## src/rtl/sdram_arb_pkg.sv

```systemverilog
// Shared types and default sizing for the two-master SDRAM arbiter.
//   state_e     : arbiter FSM states
//   master_id_t : identifies which master issued a command (0 = m0, 1 = m1)
//   Def*        : default widths and read-tracking depth
package sdram_arb_pkg;

  localparam int unsigned DefAddrW      = 22;  // 12 row + 8 col + 2 bank
  localparam int unsigned DefDataW      = 16;
  localparam int unsigned DefMaxPending = 4;

  typedef enum logic {
    StIdle,
    StBusy
  } state_e;

  typedef logic master_id_t;

endpackage

```

## src/rtl/sdram_arb_2m_if.sv

```systemverilog
// Avalon-MM pipelined-read bus bundle.
//   master modport : drives address/read/write/writedata/byteenable,
//                    receives waitrequest/readdata/readdatavalid
//   slave modport  : the mirror image
interface sdram_arb_2m_if #(
  parameter int unsigned ADDR_W = sdram_arb_pkg::DefAddrW,
  parameter int unsigned DATA_W = sdram_arb_pkg::DefDataW
) ();

  localparam int unsigned BE_W = DATA_W / 8;

  logic [ADDR_W-1:0] address;
  logic              read;
  logic              write;
  logic [DATA_W-1:0] writedata;
  logic [BE_W-1:0]   byteenable;
  logic              waitrequest;
  logic [DATA_W-1:0] readdata;
  logic              readdatavalid;

  modport master (
    output address, read, write, writedata, byteenable,
    input  waitrequest, readdata, readdatavalid
  );

  modport slave (
    input  address, read, write, writedata, byteenable,
    output waitrequest, readdata, readdatavalid
  );

endinterface

```

## src/rtl/sdram_arb_id_fifo.sv

```systemverilog
// Tracks the issuing master of each outstanding read, in issue order.
//   clk, rst : clock, synchronous active-high reset
//   push/din : record the master ID of an accepted read
//   pop      : retire the head when read data returns
//   head     : master ID of the oldest outstanding read
//   full     : Depth reads outstanding
//   empty    : no reads outstanding
module sdram_arb_id_fifo
  import sdram_arb_pkg::*;
#(
  parameter int unsigned Depth = DefMaxPending  // power of two, >= 2
) (
  input  logic       clk,
  input  logic       rst,
  input  logic       push,
  input  logic       pop,
  input  master_id_t din,
  output master_id_t head,
  output logic       full,
  output logic       empty
);

  localparam int unsigned  PtrW      = $clog2(Depth);
  localparam logic [PtrW-1:0] PtrOne = PtrW'(1);
  localparam logic [PtrW:0]   CntOne = (PtrW + 1)'(1);
  localparam logic [PtrW:0] FullCount = (PtrW + 1)'(Depth);

  master_id_t      mem_q [Depth];
  logic [PtrW-1:0] wr_ptr_q, rd_ptr_q;
  logic [PtrW:0]   count_q;
  logic            do_push, do_pop;

  assign full    = (count_q == FullCount);
  assign empty   = (count_q == '0);
  assign head    = mem_q[rd_ptr_q];
  assign do_push = push & ~full;
  assign do_pop  = pop & ~empty;

  always_ff @(posedge clk) begin
    if (rst) begin
      wr_ptr_q <= '0;
      rd_ptr_q <= '0;
      count_q  <= '0;
    end else begin
      if (do_push) begin
        mem_q[wr_ptr_q] <= din;
        wr_ptr_q        <= wr_ptr_q + PtrOne;
      end
      if (do_pop) begin
        rd_ptr_q <= rd_ptr_q + PtrOne;
      end
      if (do_push && !do_pop) begin
        count_q <= count_q + CntOne;
      end else if (do_pop && !do_push) begin
        count_q <= count_q - CntOne;
      end
    end
  end

endmodule

```

## src/rtl/sdram_arb_2m.sv

```systemverilog
// Round-robin arbiter sharing one SDRAM controller port between two Avalon masters.
//   clk_clk, reset_reset : clock, synchronous active-high reset
//   m0, m1               : master-facing ports (slave modport)
//   s                    : controller-facing port (master modport), registered command
//   err_unexpected_rdv   : sticky, read data arrived with nothing outstanding
module sdram_arb_2m
  import sdram_arb_pkg::*;
#(
  parameter int unsigned ADDR_W      = DefAddrW,
  parameter int unsigned DATA_W      = DefDataW,
  parameter int unsigned MAX_PENDING = DefMaxPending
) (
  input  logic           clk_clk,
  input  logic           reset_reset,
  sdram_arb_2m_if.slave  m0,
  sdram_arb_2m_if.slave  m1,
  sdram_arb_2m_if.master s,
  output logic           err_unexpected_rdv
);

  localparam int unsigned BE_W = DATA_W / 8;

  state_e            state_q, state_d;
  master_id_t        grant_q, grant_d;
  master_id_t        last_grant_q, last_grant_d;
  master_id_t        pick;
  logic              s_read_q, s_read_d;
  logic              s_write_q, s_write_d;
  logic [ADDR_W-1:0] s_address_q, s_address_d;
  logic [DATA_W-1:0] s_writedata_q, s_writedata_d;
  logic [BE_W-1:0]   s_byteenable_q, s_byteenable_d;
  logic              err_q, err_d;

  logic       fifo_full, fifo_empty;
  master_id_t fifo_head;
  logic       take_rd0, take_rd1, elig0, elig1;
  logic       accept, push, pop;

  // A read is only taken while a tracking slot is free; if read and write are both
  // asserted the read wins, and the write goes out only when the read is blocked.
  assign take_rd0 = m0.read & ~fifo_full;
  assign take_rd1 = m1.read & ~fifo_full;
  assign elig0    = m0.write | take_rd0;
  assign elig1    = m1.write | take_rd1;

  assign accept = (state_q == StBusy) & ~s.waitrequest;
  assign push   = accept & s_read_q;
  assign pop    = s.readdatavalid & ~fifo_empty;

  always_comb begin
    state_d        = state_q;
    grant_d        = grant_q;
    last_grant_d   = last_grant_q;
    s_read_d       = s_read_q;
    s_write_d      = s_write_q;
    s_address_d    = s_address_q;
    s_writedata_d  = s_writedata_q;
    s_byteenable_d = s_byteenable_q;
    pick           = 1'b0;
    unique case (state_q)
      StIdle: begin
        if (elig0 | elig1) begin
          // On a tie the master that did not win last time gets the slot.
          pick         = (elig0 & elig1) ? ~last_grant_q : elig1;
          grant_d      = pick;
          last_grant_d = pick;
          state_d      = StBusy;
          if (pick == 1'b0) begin
            s_address_d    = m0.address;
            s_writedata_d  = m0.writedata;
            s_byteenable_d = m0.byteenable;
            s_read_d       = take_rd0;
            s_write_d      = ~take_rd0;
          end else begin
            s_address_d    = m1.address;
            s_writedata_d  = m1.writedata;
            s_byteenable_d = m1.byteenable;
            s_read_d       = take_rd1;
            s_write_d      = ~take_rd1;
          end
        end
      end
      StBusy: begin
        if (!s.waitrequest) begin
          s_read_d  = 1'b0;
          s_write_d = 1'b0;
          state_d   = StIdle;
        end
      end
    endcase
    err_d = err_q | (s.readdatavalid & fifo_empty);
  end

  always_ff @(posedge clk_clk) begin
    if (reset_reset) begin
      state_q        <= StIdle;
      grant_q        <= 1'b0;
      last_grant_q   <= 1'b1;
      s_read_q       <= 1'b0;
      s_write_q      <= 1'b0;
      s_address_q    <= '0;
      s_writedata_q  <= '0;
      s_byteenable_q <= '0;
      err_q          <= 1'b0;
    end else begin
      state_q        <= state_d;
      grant_q        <= grant_d;
      last_grant_q   <= last_grant_d;
      s_read_q       <= s_read_d;
      s_write_q      <= s_write_d;
      s_address_q    <= s_address_d;
      s_writedata_q  <= s_writedata_d;
      s_byteenable_q <= s_byteenable_d;
      err_q          <= err_d;
    end
  end

  sdram_arb_id_fifo #(
    .Depth(MAX_PENDING)
  ) u_id_fifo (
    .clk  (clk_clk),
    .rst  (reset_reset),
    .push (push),
    .pop  (pop),
    .din  (grant_q),
    .head (fifo_head),
    .full (fifo_full),
    .empty(fifo_empty)
  );

  assign s.address    = s_address_q;
  assign s.read       = s_read_q;
  assign s.write      = s_write_q;
  assign s.writedata  = s_writedata_q;
  assign s.byteenable = s_byteenable_q;

  assign m0.waitrequest = ~(accept & (grant_q == 1'b0));
  assign m1.waitrequest = ~(accept & (grant_q == 1'b1));

  // Read data is shared; only the valid strobe is steered by the oldest ID.
  assign m0.readdata      = s.readdata;
  assign m1.readdata      = s.readdata;
  assign m0.readdatavalid = pop & (fifo_head == 1'b0);
  assign m1.readdatavalid = pop & (fifo_head == 1'b1);

  assign err_unexpected_rdv = err_q;

endmodule

```

## src/flat_wrapper.sv

```systemverilog
// flat-port wrapper written by rule: the top's interface ports become plain ports
module sdram_arb_2m_flat import sdram_arb_pkg::*;
#(
  parameter int unsigned ADDR_W      = DefAddrW,
  parameter int unsigned DATA_W      = DefDataW,
  parameter int unsigned MAX_PENDING = DefMaxPending
)
  (clk_clk, reset_reset, err_unexpected_rdv, m0_address, m0_read, m0_write, m0_writedata, m0_byteenable, m0_waitrequest, m0_readdata, m0_readdatavalid, m1_address, m1_read, m1_write, m1_writedata, m1_byteenable, m1_waitrequest, m1_readdata, m1_readdatavalid, s_address, s_read, s_write, s_writedata, s_byteenable, s_waitrequest, s_readdata, s_readdatavalid);
  sdram_arb_2m_if #(.ADDR_W(ADDR_W), .DATA_W(DATA_W)) m0_i ();
  sdram_arb_2m_if #(.ADDR_W(ADDR_W), .DATA_W(DATA_W)) m1_i ();
  sdram_arb_2m_if #(.ADDR_W(ADDR_W), .DATA_W(DATA_W)) s_i ();
  input  logic clk_clk;
  input  logic reset_reset;
  output logic err_unexpected_rdv;
  input wire logic [$bits(m0_i.address)-1:0] m0_address;
  input wire logic [$bits(m0_i.read)-1:0] m0_read;
  input wire logic [$bits(m0_i.write)-1:0] m0_write;
  input wire logic [$bits(m0_i.writedata)-1:0] m0_writedata;
  input wire logic [$bits(m0_i.byteenable)-1:0] m0_byteenable;
  output wire logic [$bits(m0_i.waitrequest)-1:0] m0_waitrequest;
  output wire logic [$bits(m0_i.readdata)-1:0] m0_readdata;
  output wire logic [$bits(m0_i.readdatavalid)-1:0] m0_readdatavalid;
  input wire logic [$bits(m1_i.address)-1:0] m1_address;
  input wire logic [$bits(m1_i.read)-1:0] m1_read;
  input wire logic [$bits(m1_i.write)-1:0] m1_write;
  input wire logic [$bits(m1_i.writedata)-1:0] m1_writedata;
  input wire logic [$bits(m1_i.byteenable)-1:0] m1_byteenable;
  output wire logic [$bits(m1_i.waitrequest)-1:0] m1_waitrequest;
  output wire logic [$bits(m1_i.readdata)-1:0] m1_readdata;
  output wire logic [$bits(m1_i.readdatavalid)-1:0] m1_readdatavalid;
  output wire logic [$bits(s_i.address)-1:0] s_address;
  output wire logic [$bits(s_i.read)-1:0] s_read;
  output wire logic [$bits(s_i.write)-1:0] s_write;
  output wire logic [$bits(s_i.writedata)-1:0] s_writedata;
  output wire logic [$bits(s_i.byteenable)-1:0] s_byteenable;
  input wire logic [$bits(s_i.waitrequest)-1:0] s_waitrequest;
  input wire logic [$bits(s_i.readdata)-1:0] s_readdata;
  input wire logic [$bits(s_i.readdatavalid)-1:0] s_readdatavalid;
  assign m0_i.address = m0_address;
  assign m0_i.read = m0_read;
  assign m0_i.write = m0_write;
  assign m0_i.writedata = m0_writedata;
  assign m0_i.byteenable = m0_byteenable;
  assign m0_waitrequest = m0_i.waitrequest;
  assign m0_readdata = m0_i.readdata;
  assign m0_readdatavalid = m0_i.readdatavalid;
  assign m1_i.address = m1_address;
  assign m1_i.read = m1_read;
  assign m1_i.write = m1_write;
  assign m1_i.writedata = m1_writedata;
  assign m1_i.byteenable = m1_byteenable;
  assign m1_waitrequest = m1_i.waitrequest;
  assign m1_readdata = m1_i.readdata;
  assign m1_readdatavalid = m1_i.readdatavalid;
  assign s_address = s_i.address;
  assign s_read = s_i.read;
  assign s_write = s_i.write;
  assign s_writedata = s_i.writedata;
  assign s_byteenable = s_i.byteenable;
  assign s_i.waitrequest = s_waitrequest;
  assign s_i.readdata = s_readdata;
  assign s_i.readdatavalid = s_readdatavalid;
  sdram_arb_2m #(.ADDR_W(ADDR_W), .DATA_W(DATA_W), .MAX_PENDING(MAX_PENDING)) u_core (.clk_clk(clk_clk), .reset_reset(reset_reset), .m0(m0_i), .m1(m1_i), .s(s_i), .err_unexpected_rdv(err_unexpected_rdv));
endmodule
```

## config.mk

```make
export PLATFORM = sky130hd
export DESIGN_NAME = sdram_arb_2m_flat
export DESIGN_NICKNAME = d
export VERILOG_FILES = /design/src/rtl/sdram_arb_pkg.sv /design/src/rtl/sdram_arb_2m_if.sv /design/src/rtl/sdram_arb_id_fifo.sv /design/src/rtl/sdram_arb_2m.sv /design/src/flat_wrapper.sv
export SDC_FILE = /design/constraint.sdc
export NUM_CORES = 1
export LEC_CHECK = 0
export CORE_MARGIN = 2
export CORE_UTILIZATION = 43
export CTS_BUF_LIST = sky130_fd_sc_hd__clkbuf_4 sky130_fd_sc_hd__clkbuf_8
export DETAILED_ROUTE_END_ITERATION = 12
export PLACE_DENSITY_LB_ADDON = 0.15
export SYNTH_ARGS = -nofsm -noshare
export SYNTH_HDL_FRONTEND = slang
export SYNTH_HIERARCHICAL = 1
export SYNTH_SLANG_ARGS = --single-unit
```

## constraint.sdc

```tcl
create_clock -name clk_clk -period 4.3 [get_ports clk_clk]
set_input_delay 0.43 -clock clk_clk [delete_from_list [all_inputs] [get_ports clk_clk]]
set_output_delay 0.43 -clock clk_clk [all_outputs]
set_load 0.01 [all_outputs]
```

==> summary.md, run 1 <==
| Metric | Value |
|---|---|
| Status | finished, final reports clean |
| Post-CTS Setup Bufs | 0 |
| Synth Net Count | 468 |
| Count of cell types in the netlist | 41 |
| Hold Crit Class | flop to flop |
| Top cells by area, synth | dfxtp_1 33%, a311oi_2 17%, buf_4 7.9% |
| Routed via count | 2955 |
| Synth Register Bits | 59 |
| Number of global-route vias before repair | 2870 |
| Initial Utilization | 43.60% |
| Max H-tree Level | 3 |
| Worst setup path class | input port to flop |
| DRC violations left | 0 |
| Post-DR wirelength/cell | 15.57 microns |
| Synthesized area | 3317 sq um |
| CTS Root Cell | clkbuf_8 |
| Antenna viol nets, final | 0 |
| CP Launch Type | input port |
| TritonCTS clock tree | yes |
| Final Wtd Congestion | 0.7513 |
| Max-cap violation count | 0 |
| Yosys warning count | 6 |
| Clk_lat worst skew | 0.33 ns |
| Site Rows | 32 |
| Boundary pin count | 183 |
| Yosys top cell area share | 33.20% |
| Crit path cell chain | clkdlybuf4s50_1 > nor2b_1 > and2_1 > nand2b_4 > inv_2 > ha_1 > inv_1 > fa_1 > xor2_1 > or3_2 > a21oi_1 |
| Num CTS Buffers | 9 |
| Worst EP arrival | 2.86 ns |
| Max VDD drop | 0.0001744 V |
| Initial antenna violation count | 0 |
| Final hold vios | 0 |
| Layout cell share with drive strength beyond 1 | 15.71% |
| DR pass1 iterations | 5 |
| Design area | 4631 sq um |
| IO buf count | 134 |
| Final period utilization | 60.55% |
| Commonest non-fill, non-tap cell in the layout | clkdlybuf4s50_1 |
| Post-cts resize count | 0 |
| Skew final | 0.005544 ns |
| Most frequent cells in the layout | 133 x clkdlybuf4s50_1, 55 x dfxtp_1, 48 x nor2_1 |
| Measured slew at the worst slew-check pin | 1.087 ns |
| Die Wd | 91.83 microns |
| Synthesized area per cell | 9.265 sq um |
| Total wire length | 8.628 mm |
| Inserted Diodes | 0 |
| Clk slew on worst S/H paths | 0.06 ns |
| Largest net degree at the start of global routing | 48 |
| Area delta synth->final | 39.61% |
| Final min period | 2.604 ns |
| Worst Path Required | 4.56 ns |
| Crit-path slowest cell | fa_1 |
| Die H | 91.83 microns |
| Number of DRC markers in iteration 0 | 110 |
| Fmax | 384.1 MHz |
| Top FF cell, synth | dfxtp_1 |
| Gr usage total | 20.45% |
| First-pass GRT wire length | 13.81 mm |
| Sequential share of the synthesized area | 36.82% |
| Nets | 557 |
| CTS Hold Buffers Added | 0 |
| Placed Area | 4433 sq um |
| Power Dens Cells | 334.2 nW/um^2 |
| Post-synth ARST share | 0% |
| TritonCTS sink count | 59 |
| Die area | 8433 sq um |
| Via density | 5.334 |
| Final slew viol count | 0 |
| Endpoints failing setup | 0 |
| Max Root-Sink Buffers | 2 |
| RSZ-0062 raised after global routing | no |
| Leak | 1.611 nW |
| Setup TNS Final | 0 ns |
| Max incr delay on CP | 0.42 ns |
| Crit-path max FO | 5 |
| Leading area contributor after synthesis | dfxtp_1 |
| Relative slew margins | 27.27% |
| CP endpoint kind | flop |
| EDFF count, synth | 4 |
| HPWL after detailed placement | 5.730 mm |
| Total gr overflow | 0 |
| Mapped Cells | 358 |
| Area of the core | 7607 sq um |
-- cells by family (layout without fill, tap and decap cells) --
logic type                 count (synthesis)  in the layout  share of synthesized area [%]
AOI/OAI and AO/OA                        102            102                          28.44
xor gates and xnor gates                   4              4                          1.056
adders and majority gates                  6              6                          2.490
buffers and inverters                     69            163                          13.09
DFF                                       59             59                          36.82
muxes                                      2              2                         0.9807
and+or+nand+nor                          116            116                          17.13
-- critical path: cells and delay by family --
kind                       cells  cell delay [ns]
AOI/OAI and AO/OA              1             0.14
xor gates and xnor gates       1             0.16
buffers and inverters          3             0.53
and+or+nand+nor                4             0.98
adders and majority gates      2             0.60
-- layer usage --
| metal | GRT usage [%] | wire, microns |
|---|---|---|
| met1 | 24.92 | 3900 |
| met2 | 33.03 | 3990 |
| met3 | 7.149 | 582 |
| met4 | 8.209 | 155 |
| met5 | 0 | 0 |
-- stage by stage --
stage	std cells	power, mW	setup WS, ns	utilization (%)	hold WS, ns
2_1_floorplan	358	0.8890	1.936	-	0.4831
3_3_place_gp	538	1.050	1.432	58.27	0.4558
3_5_place_dp	538	1.055	1.363	58.27	0.4567
4_1_cts	554	1.564	1.708	60.87	0.4736
5_1_grt	554	1.622	1.540	60.87	0.5019
6_report	554	1.547	1.696	60.87	0.4709
-- worst paths after layout --
check / startpoint / endpoint / slack, ns / cells after the start
worst max-delay path: s_waitrequest / u_core/u_id_fifo/count_q[2] / 1.70 / 11
worst max register to register: u_core/state_q / u_core/u_id_fifo/count_q[2] / 1.72 / 10
worst min register to register: u_core/err_unexpected_rdv / u_core/err_unexpected_rdv / 0.47 / 2
worst min-delay path: u_core/err_unexpected_rdv / u_core/err_unexpected_rdv / 0.47 / 2
-- registers in the layout (all words and copies together), names as in the netlist, named ones only --
register,flops
u_core/s.address,22
u_core/s.writedata,16
u_core/u_id_fifo/mem_q,4
u_core/u_id_fifo/count_q,3
u_core/s.byteenable,2
u_core/u_id_fifo/rd_ptr_q,2
u_core/u_id_fifo/wr_ptr_q,2
u_core/err_unexpected_rdv,1
u_core/grant_q,1
u_core/last_grant_q,1
u_core/s.read,1
u_core/s.write,1
u_core/state_q,1
-- report_power, final --
part	total (mW)	internal, mW	switching, mW
Combinational	0.416	0.219	0.197
Clock	0.503	0.287	0.217
Sequential	0.629	0.600	0.0287
-- synthesized netlist by cell type (all sizes together) (5+ instances only) --
| master | count |
|---|---|
| ha | 5 |
| buf | 45 |
| a311oi | 40 |
| dfxtp | 55 |
| nor2 | 48 |
| clkbuf | 17 |
| nand2 | 6 |
| o21ai | 44 |
| inv | 7 |
| a21oi | 9 |
| nor3b | 5 |
| nand3 | 41 |
-- final cells by class --
cell class | count | area (sq um)
multi-input combinational | 230 | 1677
fill | 676 | 2977
clock inverter | 5 | 52.55
clock buffer | 11 | 145.1
sequential | 59 | 1221
timing repair buffer | 140 | 1381
inverter | 7 | 26.28
tap | 102 | 127.6
Note: power is estimated with default switching activity, not from simulation.
==> inputs of run 2 (changes only) <==
CORE_UTILIZATION = 36   (was 43)
clock period = 2.32 ns   (was 4.3 ns; I/O delays follow)
==> run 2 against run 1 <==
  * Utilization fell by 7.6 points
  * Non-clock buffer count rose by 14
  * Routed wire length rose by 5.0%
  * Critical endpoint unchanged
  * Critical path depth fell by 3
  * Cell count rose by 4.2%
==> summary.md, run 2 (synthesized netlist as in run 1, its figures left out) <==
| Metric | Value |
|---|---|
| Status | finished, final reports clean |
| Max Root-Sink Buffers | 2 (unchanged) |
| Relative slew margins | 44.45% (+17 points) |
| Endpoints failing setup | 0 (unchanged) |
| FF-to-FF path depth | 8 (-2) |
| Max-cap violation count | 0 (unchanged) |
| TritonCTS sink count | 59 (unchanged) |
| Family with the most delay on the worst path | adder cells |
| Initial Utilization | 36.41% (-7.2 points) |
| Layout cell share with drive strength beyond 1 | 19.96% (+4.2 points) |
| CTS Hold Buffers Added | 0 (unchanged) |
| Crit path cell chain | buf_4 > o31ai_4 > ha_2 > inv_1 > fa_2 > xor2_1 > or3_2 > a21oi_2 |
| Gr usage total | 18.19% (-2.3 points) |
| Number of global-route vias before repair | 2987 (+4.1%) |
| Max incr delay on CP | 0.42 ns (about the same) |
| Post-DR wirelength/cell | 15.70 microns (+0.82%) |
| WP buf/inv | 2 (-1) |
| Dpl ws | -0.2378 ns (-1.600 ns) |
| Worst Path Required | 2.58 ns (-1.98 ns) |
| Final min period | 2.221 ns |
| Max H-tree Level | 3 (unchanged) |
| Inst Count DP | 560 (+4.1%) |
| Total wire length | 9.060 mm (+5.0%) |
| Worst setup path class | flop to flop |
| Number of DRC markers in iteration 0 | 87 (-21%) |
| CTS Root Cell | clkbuf_8 |
| Non-filler cells in the finished layout | 577 (+4.2%) |
| Final WS setup | 0.09910 ns (-1.597 ns) |
| Via density | 5.206 (-2.4%) |
| Routed via count | 3004 (+1.7%) |
| Commonest non-fill, non-tap cell in the layout | clkdlybuf4s50_1 |
| Multi-input logic area | 1704 sq um (+1.6%) |
| Fillcell total | 855 (+26%) |
| Most frequent cells in the layout | 133 x clkdlybuf4s50_1, 53 x dfxtp_1, 48 x nor2_1 |
| Final hold vios | 0 (unchanged) |
| Crit-path max FO | 4 (-1) |
| Clk slew on worst S/H paths | 0.07 ns (about the same) |
| Antenna viol nets, final | 0 (unchanged) |
| Final Wtd Congestion | 0.7408 (-1.4%) |
| Finished Core Util | 53.28% (-7.6 points) |
| Skew final | 0.008657 ns (+0.003113 ns) |
| Measured slew at the worst slew-check pin | 0.8332 ns (-0.2536 ns) |
| Crit-path slowest cell | or3_2 |
| Boundary pin count | 183 (unchanged) |
| Storage element area | 1226 sq um (+0.41%) |
| Max reg flops | 22 (unchanged) |
| Hold Crit Class | input port to output pin |
| First-pass GRT wire length | 14.36 mm (+3.9%) |
| Site Rows | 35 (+9.4%) |
| DR pass1 iterations | 4 (-1) |
| Area of the core | 9109 sq um (+20%) |
| RSZ-0062 raised after global routing | no |
| Crit. path cell count | 8 (-3) |
| HPWL after detailed placement | 6.181 mm (+7.9%) |
| CP endpoint kind | flop |
| Fmax | 450.3 MHz |
| Largest net degree at the start of global routing | 49 (+2.1%) |
| Leak | 1.712 nW (+6.3%) |
| Die H | 99.99 microns (+8.9%) |
| Final slew viol count | 0 (unchanged) |
| Worst Hold Depth | 0 (-2) |
| Initial antenna violation count | 0 (unchanged) |
| Area delta synth->final | 46.32% |
| Max VDD drop | 0.0003223 V (+85%) |
| Die Wd | 99.99 microns (+8.9%) |
| Num CTS Buffers | 9 (unchanged) |
| Clk_lat worst skew | 0.33 ns (about the same) |
| CP Launch Type | flop |
| Inserted Diodes | 0 (unchanged) |
| DRC violations left | 0 (unchanged) |
| IO buf count | 134 (unchanged) |
| Final period utilization | 95.73% |
| Die area | 9998 sq um (+19%) |
| Worst EP arrival | 2.48 ns (-0.38 ns) |
| Total gr overflow | 0 (unchanged) |
| Nets | 571 (+2.5%) |
| TritonCTS clock tree | yes |
| Power Dens Cells | 621.2 nW/um^2 (+86%) |
## run 2: cell types whose count changed in the layout (fill, tap and decap cells not counted), moves of 2 or more
cell / delta
buf_12: +4
clkinv_2: -2
buf_4: +10
clkinv_4: +2
dfxtp_1: -2
## run 2: layout make-up
cell class | instances | area share, %
Clock buffer | 10 | 2.707
Sequential cell | 59 | 25.26
Inverter | 7 | 0.5414
Multi-Input combinational cell | 230 | 35.11
Tap cell | 111 | 2.862
Clock inverter | 6 | 1.856
Timing Repair Buffer | 154 | 31.66
## run 2: path summary, 6_finish.rpt
path / start / slack, ns / to
worst min-delay path: s_readdata[10] / 0.46 / m0_readdata[10]
worst max register to register: u_core/u_id_fifo/count_q[0] / 0.1 / u_core/u_id_fifo/count_q[2]
worst min register to register: u_core/err_unexpected_rdv / 0.47 / u_core/err_unexpected_rdv
worst max-delay path: u_core/u_id_fifo/count_q[0] / 0.1 / u_core/u_id_fifo/count_q[2]
## run 2: timing repair
action                                  in CTS  in global routing
endpoints found under the setup margin       0                  1
buffers inserted                             0                  1
resized for setup                            0                  9
## run 2: per-layer routing
| layer | global-route usage [%] | part of all wire [%] | vias up |
|---|---|---|---|
| met5 | 0 | 0 | - |
| met4 | 7.692 | 2.0 | 0 |
| met3 | 8.217 | 8.4 | 13 |
| met2 | 27.03 | 46 | 89 |
| met1 | 22.87 | 44 | 1428 |
| li1 | - | - | 1474 |
## run 2: through the flow
| step | cell area [sq um] | hold WS, ns | power (mW) | setup TNS [ns] |
|---|---|---|---|---|
| global placement | 4594 | 0.4567 | 1.988 | -0.1683 |
| CTS | 4816 | 0.4641 | 3.042 | 0 |
| global route | 4853 | 0.4640 | 3.172 | 0 |
| finish | 4853 | 0.4640 | 3.015 | 0 |
| floorplan | 3319 | 0.3236 | 1.648 | 0 |
| detailed placement | 4594 | 0.4641 | 1.997 | -0.2378 |
## run 2: power by group
| part | total [mW] | internal (mW) | switching (mW) | leakage, nW |
|---|---|---|---|---|
| Clock | 1.04 | 0.618 | 0.418 | 0.110 |
| Sequential | 1.16 | 1.11 | 0.0504 | 0.493 |
| Combinational | 0.818 | 0.437 | 0.380 | 1.11 |
| Total | 3.01 | 2.17 | 0.848 | 1.71 |
==> inputs of run 3 (changes only) <==
CORE_ASPECT_RATIO = 0.6   (was default)
==> run 3 against run 2 <==
  * Total power fell by 2.4%
  * Routed wire length up 2.2%
  * Via count grew 0.17%
  * Worst hold slack unchanged
  * Clock power decreased by 8%
  * Fmax barely moved
  * Sequential cell count did not move
  * Utilization is 0.43 points higher
  * Combinational power rose by 0.7%
  * Largest cell class unchanged
  * Highest routed layer unchanged
==> summary.md, run 3 (synthesized netlist as in run 1, its figures left out) <==
| Metric | Value |
|---|---|
| Pwr Total | 2.943 mW (-2.4%) |
| Top Metal Used | met4 |
| Initial antenna violation count | 0 (unchanged) |
| Antenna viol nets, final | 0 (unchanged) |
| Final min period | 2.220 ns (-0.001385 ns) |
| TritonCTS clock tree | yes |
| CTS Hold Buffers Added | 0 (unchanged) |
| Skew final | 0.009422 ns (+0.0007653 ns) |
| Relative slew margins | 39.67% (-4.8 points) |
| Final Wtd Congestion | 0.7736 (+4.4%) |
| HPWL after detailed placement | 6.200 mm (+0.30%) |
| Die area | 10020 sq um (+0.25%) |
| IO buf count | 134 (unchanged) |
| Clk pwr share | 32.5% (-1.9 points) |
| Switching Fraction | 28.60% (+0.46 points) |
| Worst EP arrival | 2.48 ns (about the same) |
| Max Root-Sink Buffers | 2 (unchanged) |
| Crit-path max FO | 5 (+1) |
| Num CTS Buffers | 9 (unchanged) |
| Setup TNS Final | 0 ns (unchanged) |
| Leak | 1.701 nW (-0.70%) |
| Number of global-route vias before repair | 2904 (-2.8%) |
| Final slew viol count | 0 (unchanged) |
| Commonest non-fill, non-tap cell in the layout | clkdlybuf4s50_1 |
| Clk_lat worst skew | 0.34 ns (about the same) |
| Net switching power of the design | 0.8416 mW (-0.79%) |
| Total gr overflow | 0 (unchanged) |
| TritonCTS sink count | 59 (unchanged) |
| DR pass1 iterations | 5 (+1) |
| Boundary pin count | 183 (unchanged) |
| WL met3 | 921 microns (+21%) |
| First-pass GRT wire length | 14.91 mm (+3.8%) |
| Max VDD drop | 0.0002485 V (-23%) |
| Inserted Diodes | 0 (unchanged) |
| Die H | 78.35 microns (-22%) |
| Most frequent cells in the layout | 133 x clkdlybuf4s50_1, 52 x dfxtp_1, 48 x nor2_1 |
| Placed Area | 4611 sq um (+0.35%) |
| Worst setup path class | flop to flop |
| Site Rows | 27 (-23%) |
| Max H-tree Level | 3 (unchanged) |
| Endpoints failing setup | 0 (unchanged) |
| Routed via count | 3009 (+0.17%) |
| Worst Path Required | 2.58 ns (about the same) |
| Nets | 568 (-0.53%) |
| DRC violations left | 0 (unchanged) |
| Design area | 4863 sq um (+0.21%) |
| RSZ-0062 raised after global routing | no |
| Logic gate share of total power | 28.0% (+0.9 points) |
| CP Launch Type | flop |
| Max-cap violation count | 0 (unchanged) |
| Number of DRC markers in iteration 0 | 126 (+45%) |
| Layout cell share with drive strength beyond 1 | 19.70% (-0.26 points) |
| Via density | 5.206 (about the same) |
| Setup slack, reg-to-reg | 0.10 ns (about the same) |
| Measured slew at the worst slew-check pin | 0.9050 ns (+0.07180 ns) |
| CTS Root Cell | clkbuf_8 |
| Final hold vios | 0 (unchanged) |
| Gr usage total | 19.15% (+0.97 points) |
| Final period utilization | 95.67% (about the same) |
| Total wire length | 9.263 mm (+2.2%) |
| Initial Utilization | 36.64% (+0.22 points) |
| Fmax | 450.6 MHz (about the same) |
| Post-DR wirelength/cell | 16.03 microns (+2.1%) |
| Max reg flops | 22 (unchanged) |
| Hold Crit Class | input port to output pin |
| Largest net degree at the start of global routing | 70 (+43%) |
| Die Wd | 127.9 microns (+28%) |
| CP endpoint kind | flop |
| Power Dens Cells | 605.2 nW/um^2 (-2.6%) |
| Clk slew on worst S/H paths | 0.07 ns (about the same) |
| Internal | 2.101 mW (-3.0%) |
| Area delta synth->final | 46.62% |
| Flop pwr share | 39.5% (+1.0 points) |
| Area of the core | 9054 sq um (-0.60%) |
| WL met1 | 4.219 mm (+5.8%) |
| Routed wl met2 | 4.018 mm (-2.6%) |
| Status | finished, final reports clean |
-- run 3: changes by cell type in the layout (fill, tap and decap cells not counted), sizes merged --
cell,change
clkinv,-2
bufinv,-1
buf,-3
clkbuf,+1
clkinvlp,+1
-- run 3: worst paths after layout --
path                                               endpoint  cells after the start                   startpoint
worst max-delay path            u_core/u_id_fifo/count_q[2]                      8  u_core/u_id_fifo/count_q[1]
worst min register to register                u_core/s.read                      2                u_core/s.read
worst max register to register  u_core/u_id_fifo/count_q[2]                      8  u_core/u_id_fifo/count_q[1]
worst min-delay path                         m1_readdata[0]                      0                s_readdata[0]
-- run 3: power groups by stage --
| stage | combinational (mW) | sequential (mW) | clock, mW |
|---|---|---|---|
| CTS | 0.829 | 1.16 | 0.994 |
| global placement | 0.818 | 1.18 | 0 |
| finish | 0.824 | 1.16 | 0.956 |
| global route | 0.892 | 1.18 | 1.03 |
| detailed placement | 0.824 | 1.18 | 0 |
| floorplan | 0.430 | 1.22 | 0 |
-- run 3: worst max-delay path, cell delays in order (launching register included) --
cell and delay (ns):
dfxtp_2 0.33, buf_4 0.16, o31ai_4 0.24, ha_2 0.22
inv_1 0.07, fa_2 0.39, xor2_1 0.15, or3_2 0.43
a21oi_2 0.14
-- run 3: final cells by class --
class,instances,area [sq um]
fillers,822,4190
multi-input cells,230,1720
repair buffers,151,1543
flip-flops and latches,59,1227
clock buffers,11,151.4
well taps,116,145.1
clock inverters,4,50.05
inverters,7,26.28
-- run 3: per-layer routing --
| layer | vias up | track usage (%) |
|---|---|---|
| met5 | - | 0 |
| met1 | 1407 | 24.82 |
| met3 | 12 | 8.248 |
| met4 | 0 | 5.385 |
| li1 | 1469 | - |
| met2 | 121 | 29.09 |
-- run 3: per-stage QoR --
step / hold slack [ns] / setup WS [ns] / utilization, % / std cells
2_1_floorplan: 0.3236 / 0.008384 / - / 358
3_3_place_gp: 0.4598 / -0.1606 / 50.93 / 562
3_5_place_dp: 0.4585 / -0.2807 / 50.93 / 562
4_1_cts: 0.4641 / 0.01505 / 53.33 / 577
5_1_grt: 0.4640 / 0.006255 / 53.72 / 578
6_report: 0.4640 / 0.1005 / 53.72 / 578
-- run 3: what timing repair did --
item	4_1_cts	5_1_grt
buffers inserted	0	1
setup endpoints to repair	1	1
gates resized for setup	3	10
pin swaps	1	4
